--- src/rtl/aska_spi_regfile.sv ---
`default_nettype none
// ============================================================================
// Module      : aska_spi_regfile
// Description : SPI mode-0 slave register file, oversampled by the system clock.
// Revision    : 1.0 - initial release
// ============================================================================

module aska_spi_regfile #(
    parameter int                ADDR_W  = 2,
    parameter int                DATA_W  = 32,
    parameter logic [DATA_W-1:0] RST_VAL = '0
) (
    input  logic                             clk,
    input  logic                             resetn,
    input  logic                             SPI_CS,
    input  logic                             SPI_Clk,
    input  logic                             SPI_MOSI,
    output logic                             SPI_MISO,
    output logic                             SPI_MISO_oe,
    output logic [(2**ADDR_W)*DATA_W-1:0]    regs,
    output logic                             wr_strobe,
    output logic [ADDR_W-1:0]                wr_addr,
    output logic                             frame_err
);

    localparam int         C_NREG    = 2**ADDR_W;
    localparam int         C_FL      = 8 + DATA_W;
    localparam logic [6:0] C_FL_CNT  = 7'(C_FL);
    localparam logic [6:0] C_OVF_CNT = 7'(C_FL + 1);

    typedef enum logic [1:0] {
        S_IDLE = 2'd0,
        S_CMD  = 2'd1,
        S_DATA = 2'd2,
        S_OVF  = 2'd3
    } state_t;

    // ------------------------------------------------------------------------
    // Input synchronizers and registered edge pulses
    // ------------------------------------------------------------------------
    logic cs_meta_q,   cs_meta_d,   cs_sync_q,   cs_sync_d,   cs_prev_q,   cs_prev_d;
    logic sck_meta_q,  sck_meta_d,  sck_sync_q,  sck_sync_d,  sck_prev_q,  sck_prev_d;
    logic mosi_meta_q, mosi_meta_d, mosi_sync_q, mosi_sync_d, mosi_algn_q, mosi_algn_d;
    logic cs_rise_q,   cs_rise_d,   cs_fall_q,   cs_fall_d;
    logic sck_rise_q,  sck_rise_d,  sck_fall_q,  sck_fall_d;

    always_comb begin
        cs_meta_d   = SPI_CS;
        cs_sync_d   = cs_meta_q;
        cs_prev_d   = cs_sync_q;
        sck_meta_d  = SPI_Clk;
        sck_sync_d  = sck_meta_q;
        sck_prev_d  = sck_sync_q;
        mosi_meta_d = SPI_MOSI;
        mosi_sync_d = mosi_meta_q;
        // MOSI gets one extra stage so it lines up with the registered clock edge
        mosi_algn_d = mosi_sync_q;
        cs_rise_d   =  cs_sync_q  & ~cs_prev_q;
        cs_fall_d   = ~cs_sync_q  &  cs_prev_q;
        sck_rise_d  =  sck_sync_q & ~sck_prev_q;
        sck_fall_d  = ~sck_sync_q &  sck_prev_q;
    end

    always_ff @(posedge clk or negedge resetn) begin
        if (!resetn) begin
            cs_meta_q   <= 1'b1;
            cs_sync_q   <= 1'b1;
            cs_prev_q   <= 1'b1;
            sck_meta_q  <= 1'b0;
            sck_sync_q  <= 1'b0;
            sck_prev_q  <= 1'b0;
            mosi_meta_q <= 1'b0;
            mosi_sync_q <= 1'b0;
            mosi_algn_q <= 1'b0;
            cs_rise_q   <= 1'b0;
            cs_fall_q   <= 1'b0;
            sck_rise_q  <= 1'b0;
            sck_fall_q  <= 1'b0;
        end else begin
            cs_meta_q   <= cs_meta_d;
            cs_sync_q   <= cs_sync_d;
            cs_prev_q   <= cs_prev_d;
            sck_meta_q  <= sck_meta_d;
            sck_sync_q  <= sck_sync_d;
            sck_prev_q  <= sck_prev_d;
            mosi_meta_q <= mosi_meta_d;
            mosi_sync_q <= mosi_sync_d;
            mosi_algn_q <= mosi_algn_d;
            cs_rise_q   <= cs_rise_d;
            cs_fall_q   <= cs_fall_d;
            sck_rise_q  <= sck_rise_d;
            sck_fall_q  <= sck_fall_d;
        end
    end

    // ------------------------------------------------------------------------
    // Frame FSM, register file and serial transmit path
    // ------------------------------------------------------------------------
    state_t              state_q;
    logic [6:0]          cnt_q;
    logic [7:0]          cmd_q;
    logic [DATA_W-1:0]   rx_q;
    logic [DATA_W-1:0]   tx_q;
    logic                rd_act_q;
    logic                miso_q;
    logic                oe_q;
    logic                wr_strobe_q;
    logic [ADDR_W-1:0]   wr_addr_q;
    logic                frame_err_q;
    logic [DATA_W-1:0]   regs_q [C_NREG];

    logic [ADDR_W-1:0]   cmd_addr;
    logic [ADDR_W-1:0]   rd_addr;

    always_comb begin
        cmd_addr = cmd_q[ADDR_W-1:0];
        // Address as it will look once the 8th command bit has been shifted in
        rd_addr  = ADDR_W'({cmd_q[6:0], mosi_algn_q});
    end

    always_ff @(posedge clk or negedge resetn) begin
        if (!resetn) begin
            state_q     <= S_IDLE;
            cnt_q       <= '0;
            cmd_q       <= '0;
            rx_q        <= '0;
            tx_q        <= '0;
            rd_act_q    <= 1'b0;
            miso_q      <= 1'b0;
            oe_q        <= 1'b0;
            wr_strobe_q <= 1'b0;
            wr_addr_q   <= '0;
            frame_err_q <= 1'b0;
            for (int k = 0; k < C_NREG; k++) begin
                regs_q[k] <= RST_VAL;
            end
        end else begin
            wr_strobe_q <= 1'b0;
            frame_err_q <= 1'b0;
            if (cs_rise_q) begin
                // CS rise outranks a coincident clock edge, which is dropped
                state_q  <= S_IDLE;
                cnt_q    <= '0;
                rd_act_q <= 1'b0;
                oe_q     <= 1'b0;
                miso_q   <= 1'b0;
                if (cnt_q == C_FL_CNT) begin
                    if (cmd_q[7]) begin
                        regs_q[cmd_addr] <= rx_q;
                        wr_strobe_q      <= 1'b1;
                        wr_addr_q        <= cmd_addr;
                    end
                end else if (cnt_q != 7'd0) begin
                    frame_err_q <= 1'b1;
                end
            end else if (cs_fall_q) begin
                state_q  <= S_CMD;
                cnt_q    <= '0;
                rd_act_q <= 1'b0;
            end else if (!cs_prev_q) begin
                if (sck_rise_q && (state_q != S_IDLE)) begin
                    if (cnt_q != C_OVF_CNT) begin
                        cnt_q <= cnt_q + 7'd1;
                    end
                    case (state_q)
                        S_CMD: begin
                            cmd_q <= {cmd_q[6:0], mosi_algn_q};
                            if (cnt_q == 7'd7) begin
                                state_q <= S_DATA;
                                if (!cmd_q[6]) begin
                                    tx_q     <= regs_q[rd_addr];
                                    rd_act_q <= 1'b1;
                                end
                            end
                        end
                        S_DATA: begin
                            rx_q <= {rx_q[DATA_W-2:0], mosi_algn_q};
                            if (cnt_q == C_FL_CNT) begin
                                state_q <= S_OVF;
                            end
                        end
                        default: begin
                        end
                    endcase
                end else if (sck_fall_q && rd_act_q) begin
                    oe_q   <= 1'b1;
                    miso_q <= tx_q[DATA_W-1];
                    tx_q   <= {tx_q[DATA_W-2:0], 1'b0};
                end
            end
        end
    end

    for (genvar k = 0; k < C_NREG; k++) begin : g_flat
        assign regs[k*DATA_W +: DATA_W] = regs_q[k];
    end

    assign SPI_MISO    = miso_q;
    assign SPI_MISO_oe = oe_q;
    assign wr_strobe   = wr_strobe_q;
    assign wr_addr     = wr_addr_q;
    assign frame_err   = frame_err_q;

endmodule

`default_nettype wire

--- config.mk ---
export PLATFORM = sky130hd
export DESIGN_NAME = aska_spi_regfile
export DESIGN_NICKNAME = d
export VERILOG_FILES = /design/src/rtl/aska_spi_regfile.sv
export SDC_FILE = /design/constraint.sdc
export NUM_CORES = 1
export LEC_CHECK = 0
export ABC_AREA = 0
export BUFFER_PORTS_ARGS = -buffer_cell sky130_fd_sc_hd__buf_2
export CAP_MARGIN = 20
export CELL_PAD_IN_SITES_DETAIL_PLACEMENT = 1
export CELL_PAD_IN_SITES_GLOBAL_PLACEMENT = 1
export CORE_UTILIZATION = 48
export CTS_CLUSTER_SIZE = 10
export DETAILED_ROUTE_END_ITERATION = 10
export PLACE_DENSITY = 0.79
export SYNTH_ARGS = -nofsm -noshare
export SYNTH_HDL_FRONTEND = slang
export SYNTH_SLANG_ARGS = --single-unit
--- constraint.sdc ---
create_clock -name clk -period 3.3 [get_ports clk]
set_input_delay 0.66 -clock clk [delete_from_list [all_inputs] [get_ports clk]]
set_output_delay 0.66 -clock clk [all_outputs]
set_load 0.05 [all_outputs]
After elaboration in Yosys (flattened, before gate mapping)

Index checks and enable logic that the tools add are counted.

Add/subtract/negate cells: 1
$mul: 0
Divide/modulo/power cells: 0
Magnitude comparators: 3
Equal/unequal tests: 15
Shifts and indexed selects: 0
Multiplexer cells: 46
Bitwise gates (word level): 12
Reduce and logical (&&, ||, !) cells: 20

Operators with widths:

| cell                                                   | count |
|---|---|
| 2-to-1 mux 32 bit                                      | 8 |
| bitwise mux 128 bit                                    | 1 |
| binary-select mux 32 bit (select 2 bit)                | 1 |
| demux 32 bit (select 2 bit)                            | 1 |
| 2-to-1 mux 7 bit                                       | 5 |
| 2-to-1 mux 1 bit                                       | 23 |
| AND reduction 5 bit                                    | 4 |
| 2-to-1 mux 2 bit                                       | 6 |
| nonzero test 3 bit                                     | 4 |
| inequality test 4 bit (second input constant)          | 2 |
| adder 7 x 1 -> 7 bit (second input constant)           | 1 |
| == test 7 x 3 -> 1 bit (second input constant)         | 1 |
| == test 7 x 6 -> 1 bit (second input constant)         | 1 |
| inequality test 7 x 6 -> 1 bit (second input constant) | 1 |
| AND reduction 7 bit                                    | 1 |
| nonzero test 7 bit                                     | 1 |
| >= comparator 3 bit (second input constant)            | 2 |
| inequality test 2 x 1 -> 1 bit (second input constant) | 3 |
| inequality test 2 bit (second input constant)          | 3 |
| NOT 1 bit                                              | 6 |
| NOT 2 -> 3 bit                                         | 2 |
| AND reduction 3 bit                                    | 2 |
| nonzero test 2 bit                                     | 3 |
| AND 1 bit                                              | 4 |
| other kinds (9)                                        | 11 |

Register bits after elaboration: 229
Latch bits: 0
Bits in writable memories: 0
Bits in read-only memories: 0
Input port bits: 5
Output and inout port bits: 134
Word-level logic and storage cells: 125
Memories: 0

Depth between registers and ports, before layout

Depth in word-level cells: 8
Depth in mapped cells: 8
Depth with buffers taken out: 6

Least setup slack after synthesis

Ideal clock, no wire load.

Kind: reg-to-reg
Start: reg state_q[0]
End: reg tx_q[10]
Library setup time: 125 ps
Arrival time: 2,081 ps
Data required time: 3,175 ps
Slack: 1,094 ps
Stages on the path, launching flop included: 8
Buffers on the path: 1
Clock period less this slack: 2,206 ps
Cell sequence: dfrtp_1 -> inv_1 -> ha_1 -> nor3b_2 -> nand2_1 -> o41ai_4 -> buf_6 -> mux2_2

Longest elaborated chain between the ends: 4
Elaborated cells between the ends (all ways): 9
Classes of those cells: eq/ne (4); mux (1); reduce/logical (4)

RTL lines:

| what                                                                    | line | text |
|---|---|---|
| start: declaration                                                      | 99   | `state_t state_q;` |
| start signal: assignment                                                | 123  | `state_q <= S_IDLE;` |
| start signal: assignment                                                | 142  | `state_q <= S_IDLE;` |
| start signal: assignment                                                | 157  | `state_q <= S_CMD;` |
| nonzero test 2 bit                                                      | 161  | `if (sck_rise_q && (state_q != S_IDLE)) begin` |
| logical AND 1 bit                                                       | 161  |  |
| inequality test 2 x 1 -> 1 bit (no source line) (tied with other cells) | n/a  |  |
| AND reduction 7 bit (no source line)                                    | n/a  |  |
| end signal: assignment                                                  | 171  | `tx_q <= regs_q[rd_addr];` |
| end signal: assignment                                                  | 188  | `tx_q <= {tx_q[DATA_W-2:0], 1'b0};` |
| end: declaration                                                        | 103  | `logic [DATA_W-1:0] tx_q;` |

Parallel ways exist; a longest one is shown, timed or not.
A chain may end at the register's enable or synchronous reset.

Worst setup path in the final report

Start: reg state_q[0]
End: reg tx_q[16]

The elaborated chain is that of the path after synthesis.

==> flow_summary_export.csv <==
group,metric,value,unit
status,status,"complete, no violations",
worst_setup_path,critPathTopFamily,"simple AND/OR/NAND/NOR gates",
timing,period_minus_slack,2.61,ns
worst_setup_path,max_stage_delay,0.61,ns
clocking,cts_setup_buffers,0,
place,dpl.hpwl,15200,um
grt,grt_max_degree,72,
logic_synthesis,ys.warnings.count,0,
routing,finalWirelength,23400,um
clocking,clockRootBuffer,"clkbuf_16",
logic_synthesis,synth-seq-cells,229,
pwr,clockPowerShare,0.466,
worst_setup_path,crit_buf_inv,2,
pwr,leakagePower,6.09,nW
grt,grt-ovfl-total,0,
timing,finalSetupViolCount,0,
worst_setup_path,path_depth,7,
timing,hold_slack,0.0782,ns
timing,relSlewSlack,0.469,
worst_setup_path,slowest_stage,"nor3b_2",
place,place_ws,0.698,ns
worst_setup_path,ff2ff_path_depth,7,
timing,min_period_over_period,0.791,
pwr,power,5.75,mW
timing,rsz0062_at_grt,"no",
place,placedInstanceArea,10900,um^2
routing,drt_first_pass_iters,6,
pwr,p_per_area,494,nW/um^2
grt,grt_pass1_vias,6602,
floorplanning,pin_count,139,
layout,fin_area,11600,um^2
min_path,hp-class,"input pin to asynchronous set/reset pin",
logic_synthesis,synth_compound_gate_area_share,0.0116,
logic_synthesis,synth_xor_area_frac,0.00534,
timing,finalHoldViolCount,0,
logic_synthesis,syn_area,9840,um^2
pwr,p_sw_frac,0.225,
timing,tns,0,ns
grt,antenna_found_initial,0,
worst_setup_path,crit_end,"tx_q[16]",
routing,initialDrtViolationCount,197,
clocking,numClockSinks,229,
routing,post_drt_via_cell_ratio,5.54,
routing,remaining_drc_errors,0,
clocking,worstSkewPairLatency,0.54,ns
clocking,cts_resized,0,
layout,syn2layout_area_growth,18.3,%
layout,n_antenna_cell,0,
worst_setup_path,path_class,"register to register",
clocking,cts_max_level,1,
pwr,seqPwrFrac,0.502,
place,place_congestion,0.784,
worst_setup_path,r2r_start,"state_q[0]",
job,maxCapViolCount,0,
floorplanning,die_w,145,um
routing,via_count,5797,
worst_setup_path,r2r_setup_slack,0.69,ns
timing,slew_violations,0,
layout,layout-drive-gt1-share,0.580,
timing,fin_skew,0.0121,ns
clocking,cts_tree,"yes",
floorplanning,start_util,0.488,
routing,post_drt_wl_per_cell,22.3,um
clocking,cts_made_buffers,27,
logic_synthesis,synthAdderAreaFrac,0.00763,
logic_synthesis,synth-simple-area-share,0.0308,
clocking,postCtsHoldBufs,0,
floorplanning,num_rows,52,
worst_setup_path,crit_start,"state_q[0]",
floorplanning,coreArea,20200,um^2
timing,fin_ws,0.691,ns
pwr,vdd_drop_max,350,uV
worst_setup_path,rr_endpoint,"tx_q[16]",
logic_synthesis,synthMuxAreaShare,0.340,
worst_setup_path,crit_arrival,3.03,ns
worst_setup_path,worstSetupEndpointType,"register",
floorplanning,die_area,21100,um^2
logic_synthesis,ys.flop_type,"dfrtp_1",
grt,grt.total_usage,0.235,
layout,n_fill_cell,1922,
timing,tightest_slew,0.797,ns
logic_synthesis,seq_area_frac_synth,0.583,
place,portBuffers,138,
pwr,p_int,4.46,mW
logic_synthesis,synth_top_family_by_area,"multiplexers",
worst_setup_path,worstPathCellList,"inv_1 > ha_1 > nor3b_2 > nand2_1 > o41ai_4 > buf_4 > mux2_2",
routing,postRouteAntennaNets,0,
logic_synthesis,syn_nets,616,
worst_setup_path,cp.required,3.72,ns
logic_synthesis,syn_inst,605,
logic_synthesis,ys_types,43,
timing,clock.fmax,383,MHz
grt,grt_pass1_wl,38800,um
pwr,comb_power_share,0.032,
pwr,p_switching,1.29,mW
logic_synthesis,synth_edf_count,0,
worst_setup_path,cp_max_fo,18,
clocking,cts_max_path_buffers,3,
logic_synthesis,async_flop_share,1.00,
worst_setup_path,startpoint_type,"register",
layout,final_nets,767,
logic_synthesis,syn_area_per_cell,16.3,um^2
clocking,clk_pin_slew,0.06,ns
floorplanning,die_h,145,um
registers in the layout (all words and copies together) (netlist names), 2 cells and up:
name     cells
cnt_q        7
state_q      2
tx_q        32
regs       128
cmd_q        8
rx_q        32
wr_addr      2
placed cells by master (no fill, tap or decap), types with 2 or more instances in the layout:
| cell type | Yosys | routed |
|---|---|---|
| nand2_1 | 6 | 6 |
| nand3_2 | 1 | 2 |
| mux2_1 | 13 | 13 |
| dfrtp_2 | 0 | 2 |
| dfstp_2 | 3 | 3 |
| o21ai_0 | 3 | 3 |
| nor2b_1 | 5 | 4 |
| mux2_2 | 218 | 218 |
| clkbuf_16 | 0 | 27 |
| nand3_1 | 6 | 5 |
| nand4_1 | 2 | 2 |
| mux4_2 | 32 | 32 |
| xor2_1 | 5 | 5 |
| nor2_1 | 14 | 14 |
| clkbuf_1 | 8 | 20 |
| mux2i_1 | 2 | 2 |
| and2_1 | 3 | 3 |
| o21a_1 | 2 | 2 |
| inv_1 | 5 | 5 |
| buf_12 | 0 | 3 |
| buf_2 | 11 | 137 |
| dfrtp_1 | 226 | 224 |
| ha_1 | 6 | 6 |
| buf_4 | 0 | 13 |
power groups by stage:
stage	Clock [mW]	Combinational, mW	Sequential [mW]
floorplan	0	0.116	2.89
global placement	0	0.182	2.93
detailed placement	0	0.191	2.93
CTS	2.76	0.192	2.88
global route	2.85	0.206	2.89
finish	2.68	0.186	2.88
metal layers:
metal | part of all wire | global-route usage | up-vias
li1 | - | - | 2526
met1 | 0.41 | 0.304 | 3089
met2 | 0.51 | 0.405 | 137
met3 | 0.047 | 0.0475 | 45
met4 | 0.026 | 0.0653 | 0
met5 | 0 | 0 | -
final cells by class:
class / count / area (um^2) / share of cell area
Clock buffer: 48 / 764 / 0.0657
Clock inverter: 2 / 27.5 / 0.00236
Inverter: 5 / 18.8 / 0.00161
Multi-Input combinational cell: 339 / 3900 / 0.335
Sequential cell: 229 / 5740 / 0.493
Tap cell: 270 / 338 / 0.0290
Timing Repair Buffer: 154 / 858 / 0.0737
metrics by stage:
stage | instances | util
global placement | 997 | 0.538
finish | 1047 | 0.577
CTS | 1047 | 0.577
floorplan | 605 | -
global route | 1047 | 0.577
detailed placement | 997 | 0.538
worst min path at each step:
stage / endpoint / slack [ns] / start / cells after the start
CTS: regs[45] / 0.09 / resetn / 1
global placement: mosi_algn_q / 0.33 / mosi_algn_d / 0
finish: regs[7] / 0.08 / resetn / 1
global route: regs[71] / 0.13 / resetn / 1
floorplan: mosi_algn_d / 0.33 / mosi_meta_q / 0
detailed placement: mosi_algn_q / 0.34 / mosi_algn_d / 0
logic make-up (layout without fill, tap and decap cells):
kind of cell             count (synthesis)  in the layout
AO/OA/AOI/OAI                           13             13
flip-flops                             229            229
AND/OR/NAND/NOR                         49             49
XOR/XNOR                                 6              6
buffers and inverters                   37            209
adder cells (fa/ha/maj)                  6              6
multiplexers                           265            265
Yosys cell counts (2+ instances only):
library cell,instances,area (um^2)
and2_1,3,18.8
buf_1,4,15.0
buf_2,11,55.1
buf_6,9,101
clkbuf_1,8,30.0
dfrtp_1,226,5660
dfstp_2,3,78.8
ha_1,6,75.1
inv_1,5,18.8
mux2_1,13,146
mux2_2,218,2450
mux2i_1,2,20.0
mux4_2,32,721
nand2_1,6,22.5
nand3_1,6,30.0
nand4_1,2,12.5
nor2_1,14,52.6
nor2b_1,5,31.3
o21a_1,2,15.0
o21ai_0,3,15.0
xor2_1,5,43.8
worst reg2reg max path: cells and delay by family (launching register included):
kind / cells / cell delay, ns
compound gates: 1 / 0.26
buf+inv: 2 / 0.39
flops: 1 / 0.38
simple gates: 2 / 0.83
mux: 1 / 0.38
fa+ha+maj: 1 / 0.26
(Power assumes the default switching activity.)
